--- config.mk ---
export PLATFORM = sky130hd
export DESIGN_NAME = morra_punteggio
export DESIGN_NICKNAME = d
export VERILOG_FILES = /design/src/rtl/morra_pkg.sv /design/src/rtl/morra_verdetto.sv /design/src/rtl/morra_punteggio.sv
export SDC_FILE = /design/constraint.sdc
export NUM_CORES = 1
export LEC_CHECK = 0
export BUFFER_PORTS_ARGS = -buffer_cell sky130_fd_sc_hd__clkbuf_2
export CAP_MARGIN = 20
export CORE_ASPECT_RATIO = 0.75
export CORE_MARGIN = 3
export CORE_UTILIZATION = 45
export CTS_BUF_LIST = sky130_fd_sc_hd__clkbuf_4
export DETAILED_ROUTE_END_ITERATION = 8
export GPL_TIMING_DRIVEN = 0
export PLACE_DENSITY = 0.74
export SLEW_MARGIN = 20
export SYNTH_ARGS = -nofsm -noshare
export SYNTH_HDL_FRONTEND = slang
export SYNTH_SLANG_ARGS = --single-unit
--- constraint.sdc ---
create_clock -name clk -period 11.3 [get_ports clk]
set_input_delay 1.695 -clock clk [delete_from_list [all_inputs] [get_ports clk]]
set_output_delay 1.695 -clock clk [all_outputs]
set_load 0.01 [all_outputs]
--- src/rtl/morra_pkg.sv ---
// rtl/morra_pkg.sv - shared round/match codes, FSM states and match constants for the morra stages
package morra_pkg;

  typedef enum logic [1:0] {
    NON_VALIDA    = 2'b00,
    VINCE_SECONDO = 2'b01,
    VINCE_PRIMO   = 2'b10,
    PAREGGIO      = 2'b11
  } manche_t;

  typedef enum logic [1:0] {
    IN_CORSO        = 2'b00,
    PARTITA_SECONDO = 2'b01,
    PARTITA_PRIMO   = 2'b10,
    PARTITA_PARI    = 2'b11
  } partita_t;

  typedef enum logic [1:0] {
    IDLE  = 2'b00,
    GIOCO = 2'b01,
    FINE  = 2'b10
  } stato_t;

  localparam int BASE_MANCHE = 4;
  localparam int MIN_MANCHE  = 4;
  localparam int VANTAGGIO   = 2;

endpackage

--- src/rtl/morra_verdetto.sv ---
// rtl/morra_verdetto.sv - combinational end-of-match decision on the post-update scores and count
module morra_verdetto #(
  parameter int CW         = 5,
  parameter int MIN_MANCHE = 4,
  parameter int VANTAGGIO  = 2
) (
  input  logic [CW-1:0] primo,
  input  logic [CW-1:0] secondo,
  input  logic [CW-1:0] count,
  input  logic [CW-1:0] max_manche,
  output logic          termina,
  output logic [1:0]    esito
);
  import morra_pkg::*;

  logic signed [CW:0] diff;
  logic        [CW:0] distacco;
  logic               per_vantaggio;
  logic               per_limite;

  assign diff     = $signed({1'b0, primo}) - $signed({1'b0, secondo});
  assign distacco = (diff < 0) ? $unsigned(-diff) : $unsigned(diff);

  assign per_vantaggio = (count >= CW'(MIN_MANCHE)) && (distacco >= (CW+1)'(VANTAGGIO));
  assign per_limite    = (count == max_manche);
  assign termina       = per_vantaggio || per_limite;

  always_comb begin
    esito = IN_CORSO;
    if (termina) begin
      if (primo > secondo)      esito = PARTITA_PRIMO;
      else if (secondo > primo) esito = PARTITA_SECONDO;
      else                      esito = PARTITA_PARI;
    end
  end

endmodule

--- src/rtl/morra_punteggio.sv ---
// rtl/morra_punteggio.sv - match scorekeeper; MORRA_STATISTICHE_EN adds draw/invalid round counters
module morra_punteggio #(
  parameter int BASE_MANCHE = morra_pkg::BASE_MANCHE,
  parameter int MIN_MANCHE  = morra_pkg::MIN_MANCHE,
  parameter int VANTAGGIO   = morra_pkg::VANTAGGIO,
  parameter int CW          = 5
) (
  input  logic          clk,
  input  logic          rst_n,
  input  logic          inizio,
  input  logic [3:0]    limite,
  input  logic          manche_valid,
  input  logic [1:0]    manche,
  output logic [1:0]    partita,
  output logic          fine,
  output logic [CW-1:0] punti_primo,
  output logic [CW-1:0] punti_secondo,
  output logic [CW-1:0] count_manche,
  output logic [CW-1:0] max_manche
`ifdef MORRA_STATISTICHE_EN
  ,
  output logic [CW-1:0] pareggi,
  output logic [CW-1:0] invalide
`endif
);
  import morra_pkg::*;

  stato_t        stato, stato_n;
  logic [1:0]    partita_n;
  logic [CW-1:0] primo_n, secondo_n, count_n, max_n;
  logic [CW-1:0] primo_u, secondo_u, count_u;
  logic          accetta, termina;
  logic [1:0]    esito;

  assign accetta = (stato == GIOCO) && manche_valid && !inizio;
  assign fine    = (stato == FINE);

  // Tentative post-round values, fed to the verdict before being committed.
  always_comb begin
    primo_u   = punti_primo;
    secondo_u = punti_secondo;
    count_u   = count_manche;
    if (accetta) begin
      case (manche_t'(manche))
        VINCE_PRIMO: begin
          primo_u = punti_primo + CW'(1);
          count_u = count_manche + CW'(1);
        end
        VINCE_SECONDO: begin
          secondo_u = punti_secondo + CW'(1);
          count_u   = count_manche + CW'(1);
        end
        PAREGGIO: count_u = count_manche + CW'(1);
        default:  ;
      endcase
    end
  end

  morra_verdetto #(
    .CW         (CW),
    .MIN_MANCHE (MIN_MANCHE),
    .VANTAGGIO  (VANTAGGIO)
  ) u_verdetto (
    .primo      (primo_u),
    .secondo    (secondo_u),
    .count      (count_u),
    .max_manche (max_manche),
    .termina    (termina),
    .esito      (esito)
  );

  always_comb begin
    stato_n   = stato;
    partita_n = partita;
    primo_n   = punti_primo;
    secondo_n = punti_secondo;
    count_n   = count_manche;
    max_n     = max_manche;
    if (inizio) begin
      stato_n   = GIOCO;
      partita_n = IN_CORSO;
      primo_n   = '0;
      secondo_n = '0;
      count_n   = '0;
      max_n     = CW'(BASE_MANCHE) + CW'(limite);
    end else if (accetta) begin
      primo_n   = primo_u;
      secondo_n = secondo_u;
      count_n   = count_u;
      if (termina) begin
        stato_n   = FINE;
        partita_n = esito;
      end
    end
  end

  always_ff @(posedge clk) begin
    if (!rst_n) begin
      stato         <= IDLE;
      partita       <= '0;
      punti_primo   <= '0;
      punti_secondo <= '0;
      count_manche  <= '0;
      max_manche    <= '0;
    end else begin
      stato         <= stato_n;
      partita       <= partita_n;
      punti_primo   <= primo_n;
      punti_secondo <= secondo_n;
      count_manche  <= count_n;
      max_manche    <= max_n;
    end
  end

`ifdef MORRA_STATISTICHE_EN
  always_ff @(posedge clk) begin
    if (!rst_n || inizio) begin
      pareggi  <= '0;
      invalide <= '0;
    end else if (accetta) begin
      if (manche_t'(manche) == PAREGGIO)
        pareggi <= pareggi + CW'(1);
      if (manche_t'(manche) == NON_VALIDA && invalide != '1)
        invalide <= invalide + CW'(1);
    end
  end
`endif

endmodule

==> results of run 1 <==
[stage by stage]
stage / util (%) / instances / setup WS [ns]
6_report: 56.8 / 259 / 6.32
5_1_grt: 56.8 / 259 / 6.04
4_1_cts: 56.8 / 259 / 6.37
3_5_place_dp: 55.3 / 255 / 6.05
3_3_place_gp: 55.3 / 255 / 6.09
2_1_floorplan: - / 173 / 6.53
[sequential cells by signal, indices dropped and copies added (netlist names)]
signal	count
stato	2
punti_primo	5
max_manche	5
partita	2
count_manche	5
punti_secondo	5
[power by group]
group          leakage [nW]  switching [mW]  internal [mW]
combinational         0.639          0.0102        0.00892
sequential            0.195         0.00178         0.0862
clock                0.0279          0.0257         0.0359
[logic make-up after synthesis]
| logic type | after synthesis | synth area share [%] |
|---|---|---|
| adders and majority gates | 11 | 8.76 |
| and+or+nand+nor | 64 | 23.9 |
| DFF | 24 | 29.0 |
| muxes | 8 | 4.91 |
| AOI/OAI and AO/OA | 36 | 18.6 |
| xor gates and xnor gates | 19 | 11.4 |
| buffers and inverters | 11 | 3.47 |
[routing by layer]
layer  share of wire [%]  GRT usage (%)  vias up
met5                   0              0        -
met4                0.30           1.55        0
met3                 4.9           4.13        2
met2                  38           23.6       38
met1                  57           26.6      608
li1                    -              -      697
[cells in the final DEF (no fill, tap or decap), types with 2 or more instances in the layout]
| cell | count |
|---|---|
| sky130_fd_sc_hd__clkbuf_2 | 32 |
| sky130_fd_sc_hd__dfxtp_1 | 24 |
| sky130_fd_sc_hd__nor2_1 | 15 |
| sky130_fd_sc_hd__nand2_1 | 12 |
| sky130_fd_sc_hd__ha_1 | 10 |
| sky130_fd_sc_hd__xnor2_1 | 9 |
| sky130_fd_sc_hd__xor2_1 | 7 |
| sky130_fd_sc_hd__mux2i_1 | 7 |
| sky130_fd_sc_hd__o21ai_0 | 7 |
| sky130_fd_sc_hd__nor2b_1 | 6 |
| sky130_fd_sc_hd__inv_1 | 5 |
| sky130_fd_sc_hd__nand2b_1 | 5 |
| sky130_fd_sc_hd__and2_1 | 5 |
| sky130_fd_sc_hd__a21oi_1 | 4 |
| sky130_fd_sc_hd__o21a_1 | 4 |
| sky130_fd_sc_hd__nand4_1 | 3 |
| sky130_fd_sc_hd__nand3_1 | 3 |
| sky130_fd_sc_hd__clkbuf_1 | 3 |
| sky130_fd_sc_hd__clkbuf_4 | 3 |
| sky130_fd_sc_hd__nor3b_2 | 2 |
| sky130_fd_sc_hd__buf_6 | 2 |
| sky130_fd_sc_hd__xnor2_2 | 2 |
| sky130_fd_sc_hd__nand3b_1 | 2 |
| sky130_fd_sc_hd__a31o_1 | 2 |
| sky130_fd_sc_hd__a211o_1 | 2 |
| sky130_fd_sc_hd__a211oi_2 | 2 |
[worst max-delay path, stage by stage]
cell,delay (ns)
sky130_fd_sc_hd__clkbuf_2,0.09
sky130_fd_sc_hd__nand4bb_1,0.36
sky130_fd_sc_hd__nor3b_2,0.45
sky130_fd_sc_hd__xor2_1,0.24
sky130_fd_sc_hd__ha_1,0.26
sky130_fd_sc_hd__inv_1,0.07
sky130_fd_sc_hd__fa_1,0.48
sky130_fd_sc_hd__inv_1,0.07
sky130_fd_sc_hd__ha_1,0.30
sky130_fd_sc_hd__o41ai_1,0.36
sky130_fd_sc_hd__o221a_2,0.26
sky130_fd_sc_hd__a211oi_2,0.05
sky130_fd_sc_hd__a211o_1,0.32
sky130_fd_sc_hd__o21a_1,0.17
[area by class of cell]
cell class / instances / area share [%]
Inverter: 5 / 0.972
Sequential cell: 24 / 24.9
Clock inverter: 1 / 1.55
Clock buffer: 3 / 1.17
Buffer: 6 / 2.01
Timing Repair Buffer: 32 / 8.29
Multi-Input combinational cell: 138 / 57.9
Tap cell: 50 / 3.24
[how the worst min path moves through the flow]
stage	from	to
after floorplan	stato[1]	stato[1]
after CTS	partita[1]	partita[1]
after detailed placement	partita[1]	partita[1]
after global placement	partita[1]	partita[1]
final	partita[1]	partita[1]
after global routing	partita[0]	partita[0]
==> results.json, run 1 <==
{
  "status": "complete, no violations",
  "min-delay-path-class": "flop to flop",
  "vias": 1345,
  "globalRoute.totalOverflow": 0,
  "max-slew-margin-rel_pct": 66.5,
  "most_used_standard_cell_by_instance_count_after_synthesis": "sky130_fd_sc_hd__dfxtp_1",
  "htree_levels": 1,
  "postRouteAntennaNets": 0,
  "cts_sinks": 24,
  "p_leak_nw": 0.861,
  "ys_top_cells_by_area": "sky130_fd_sc_hd__dfxtp_1 29%, sky130_fd_sc_hd__ha_1 7.6%, sky130_fd_sc_hd__xnor2_1 4.8%",
  "tritonroute_pass_1_iters": 4,
  "detail_route.drc_violations": 0,
  "cts_hold_buf": 0,
  "worst_setup_path_startpoint": "inizio",
  "count_of_final_hold_check_violations": 0,
  "post-route-period-util_pct": 44.0,
  "track_usage_pct": 16.8,
  "core_region_area_um2": 3400,
  "hpwlAfterDp_mm": 2.68,
  "die_footprint_um2": 4450,
  "fillers": 322,
  "grt_start_max_net_pins": 15,
  "clkSlewWorstSetupHoldPaths_ns": 0.12,
  "layout.nets": 231,
  "vias_in_the_first_global_route": 1237,
  "register_area_um2": 480,
  "setup_viol_count_final": 0,
  "worstSetupEndpoint": "stato[1]",
  "final.setup_skew_ns": 0.00934,
  "initial_utilization_pct": 48.7,
  "finalSetupTns_ns": 0,
  "fmax_mhz": 201,
  "r2r_slack_ns": 7.43,
  "p_per_area_nw_per_um2": 87.3,
  "route.detailed.wl_per_inst_um": 13.1,
  "port_buffers": 32,
  "fp-row-count": 18,
  "worst_r2r_endpoint": "stato[1]",
  "netlist.top_cell.by_area": "sky130_fd_sc_hd__dfxtp_1",
  "antenna_cells_inserted": 0,
  "clockRootBuffer": "sky130_fd_sc_hd__clkbuf_4",
  "synth.cell_area_um2": 1660,
  "synthesis.instances": 173,
  "yosysSeqAreaShare_pct": 29.0,
  "yosysTopAreaCellShare_pct": 29.0,
  "io_pins": 33,
  "dpl-instance-area_um2": 1880,
  "synth_ff_type": "sky130_fd_sc_hd__dfxtp_1",
  "tritoncts": "yes",
  "clockBufferDepth": 2,
  "endpoint_kind": "flop",
  "tritoncts.num_buffers": 3,
  "stdcell_area_um2": 1930,
  "count_of_instances_resized_after_the_clock_tree_is_built": 0,
  "wire_length_of_the_first_global_routing_pass_mm": 6.05,
  "synthDistinctLibCells": 54,
  "cp.required_ns": 11.52,
  "synthesis.area_per_instance_um2": 9.58,
  "path_class": "input port to flop",
  "area.growth.synth_to_final_pct": 16.6,
  "ff_latch_count_synth": 24,
  "antenna_found_initial": 0,
  "synth.cells.most_frequent": "24 x sky130_fd_sc_hd__dfxtp_1, 15 x sky130_fd_sc_hd__nor2_1, 12 x sky130_fd_sc_hd__nand2_1, 10 x sky130_fd_sc_hd__ha_1, 9 x sky130_fd_sc_hd__xnor2_1",
  "fin_worst_hold_slack_ns": 0.471,
  "rr_startpoint": "stato[1]",
  "multiInputGateArea_um2": 1120,
  "gp_congestion": 0.907,
  "grt_setup_unrepaired": "false",
  "final_max_slew_viol_count": 0,
  "vdd.ir_drop.worst_uv": 73.7,
  "worst-r2r-cell-count": 13,
  "timing_worst_slew_pin_value_ns": 0.503,
  "yosys_warnings": 0,
  "crit_path_start_kind": "input port",
  "number_of_enable_flip_flop_cells_after_synthesis": 0,
  "worst_ep_arrival_time_ns": 5.20,
  "vias_per_cell": 5.19,
  "dieWidth_um": 76.1,
  "die_y_um": 58.5,
  "post_route_cells_drive_above_1_share_pct": 29.2,
  "hold_path_depth": 2,
  "critical_path.max_fanout": 5,
  "detailedRoute.firstIterationViolations": 35,
  "synth.net_count": 194,
  "drv_cap": 0,
  "post-cts-setup-buffer-count": 0,
  "final_period_minus_worst_setup_slack_ns": 4.98,
  "postSynth.asyncResetShare_pct": 0,
  "routed_wl_mm": 3.39,
  "post-layout-total-power_mw": 0.169,
  "clock_latency_ns": 0.32
}
(Power assumes the default switching activity.)
==> run 2: changes to the inputs <==
Settings changed: PLACE_DENSITY 0.74 to 0.77.
Clock period 11.3 ns to 4.2 ns, I/O delays scaled along.
==> run 2 against run 1 <==
Compared with the run above:
- combinational power increased to 2.7 times the previous value
- clock skew is 0.0070 ns lower
- sequential share of layout area up 0.34 points
- register-to-register slack got worse by 7.1 ns
- critical endpoint is now partita[1]
- largest cell class unchanged
- largest power group unchanged
- highest routed layer unchanged
==> results.json, run 2 (same netlist as run 1, synthesis figures left out) <==
{
  "grt_start_max_net_pins": 14,
  "cts_sinks": 24,
  "p_per_area_nw_per_um2": 204,
  "area.growth.synth_to_final_pct": 15.0,
  "final.setup_skew_ns": 0.00237,
  "grt_setup_unrepaired": "false",
  "gp_congestion": 0.897,
  "htree_levels": 1,
  "post-cts-setup-buffer-count": 0,
  "count_of_final_hold_check_violations": 0,
  "antenna_cells_inserted": 0,
  "endpoint_kind": "flop",
  "cp.required_ns": 4.41,
  "clockBufferDepth": 2,
  "post-route-period-util_pct": 92.8,
  "final_max_slew_viol_count": 0,
  "vdd.ir_drop.worst_uv": 148,
  "final_cell_mix": "32 x sky130_fd_sc_hd__clkbuf_2, 24 x sky130_fd_sc_hd__dfxtp_1, 15 x sky130_fd_sc_hd__nor2_1",
  "place_inst": 255,
  "stdcell_area_um2": 1910,
  "hpwlAfterDp_mm": 2.72,
  "clock_latency_ns": 0.31,
  "dpl-instance-area_um2": 1880,
  "fillers": 307,
  "port_buffers": 32,
  "clockRootBuffer": "sky130_fd_sc_hd__clkbuf_4",
  "worst_ep_arrival_time_ns": 4.11,
  "tritonroute_pass_1_iters": 4,
  "vias_in_the_first_global_route": 1190,
  "postRouteAntennaNets": 0,
  "layout.nets": 231,
  "rr_startpoint": "stato[1]",
  "worstSetupEndpoint": "partita[1]",
  "cts_hold_buf": 0,
  "tritoncts.num_buffers": 3,
  "worst-r2r-cell-count": 15,
  "fmax_mhz": 257,
  "route.detailed.wl_per_inst_um": 12.9,
  "vias": 1323,
  "status": "complete, no violations",
  "detailedRoute.firstIterationViolations": 76,
  "drv_cap": 0,
  "tritoncts": "yes",
  "die_y_um": 58.5,
  "globalRoute.totalOverflow": 0,
  "r2r_slack_ns": 0.35,
  "path_class": "input port to flop",
  "min-delay-path-class": "flop to flop",
  "vias_per_cell": 5.11,
  "worst_setup_path_startpoint": "inizio",
  "die_footprint_um2": 4450,
  "p_leak_nw": 0.849,
  "antenna_found_initial": 0,
  "count_of_instances_resized_after_the_clock_tree_is_built": 0,
  "track_usage_pct": 16.2,
  "worst_r2r_endpoint": "partita[1]",
  "initial_utilization_pct": 48.7,
  "max-slew-margin-rel_pct": 68.7,
  "final_period_minus_worst_setup_slack_ns": 3.90,
  "leading_cell_type_in_the_layout_fill_and_taps_excluded": "sky130_fd_sc_hd__clkbuf_2",
  "dieWidth_um": 76.1,
  "core_region_area_um2": 3400,
  "detail_route.drc_violations": 0,
  "timing_worst_slew_pin_value_ns": 0.470,
  "crit_path_start_kind": "input port",
  "routed_wl_mm": 3.34,
  "clkSlewWorstSetupHoldPaths_ns": 0.12,
  "wire_length_of_the_first_global_routing_pass_mm": 5.82,
  "io_pins": 33,
  "layout.cells.non_filler": 259,
  "post_route_cells_drive_above_1_share_pct": 28.7,
  "critical_path.max_fanout": 5,
  "setup_viol_count_final": 0,
  "hold_path_depth": 2,
  "fp-row-count": 18
}
[run 2: routing by layer]
layer	part of all wire, %	wire [um]	global-route usage [%]	vias to the layer above
met2	40	1320	23.2	37
met1	54	1790	24.4	591
met5	0	0	0	-
met3	6.3	211	4.28	4
met4	0.57	19	3.10	0
li1	-	-	-	691
[run 2: power breakdown]
part,switching (mW),internal [mW],total [mW],leakage [nW]
Sequential,0.00467,0.232,0.237,0.195
Clock,0.0673,0.0348,0.102,0.0154
Combinational,0.0269,0.0240,0.0509,0.639
[run 2: cell type report]
type	count	area, um^2	area share [%]
buffer	6	38.8	2.04
clock inverter	1	3.75	0.197
tap	50	62.6	3.28
timing repair buffer	32	160	8.40
clock buffer	3	22.5	1.18
inverter	5	18.8	0.985
multi-input combinational	138	1120	58.7
sequential	24	480	25.2
[run 2: through the flow]
step                worst slack (ns)  setup TNS, ns  total power [mW]  hold slack (ns)  util, %
finish                         0.303              0             0.390            0.477     56.0
floorplan                      0.496              0             0.276            0.461        -
CTS                            0.310              0             0.392            0.483     56.0
detailed placement          -0.00535       -0.00535             0.293            0.457     55.3
global placement              0.0504              0             0.292            0.459     55.3
global route                  0.0550              0             0.411            0.505     56.0
[run 2: how the worst min path moves through the flow]
stage	slack, ns	from	endpoint
global placement	0.46	partita[1]	partita[1]
CTS	0.48	partita[1]	partita[1]
detailed placement	0.46	partita[0]	partita[0]
floorplan	0.46	stato[1]	stato[1]
global route	0.50	partita[0]	partita[0]
finish	0.48	partita[0]	partita[0]
[run 2: worst max-delay path, stage by stage]
cell and delay (ns):
sky130_fd_sc_hd__clkbuf_2 0.09, sky130_fd_sc_hd__nand4bb_1 0.33, sky130_fd_sc_hd__nor3b_2 0.46, sky130_fd_sc_hd__xor2_1 0.23, sky130_fd_sc_hd__ha_1 0.24, sky130_fd_sc_hd__inv_1 0.07
sky130_fd_sc_hd__fa_1 0.48, sky130_fd_sc_hd__inv_1 0.08, sky130_fd_sc_hd__ha_1 0.33, sky130_fd_sc_hd__nand2b_1 0.11, sky130_fd_sc_hd__a21oi_1 0.04, sky130_fd_sc_hd__o31a_1 0.24
sky130_fd_sc_hd__o221a_2 0.24, sky130_fd_sc_hd__a211oi_2 0.27, sky130_fd_sc_hd__a211oi_2 0.10, sky130_fd_sc_hd__mux2i_1 0.14
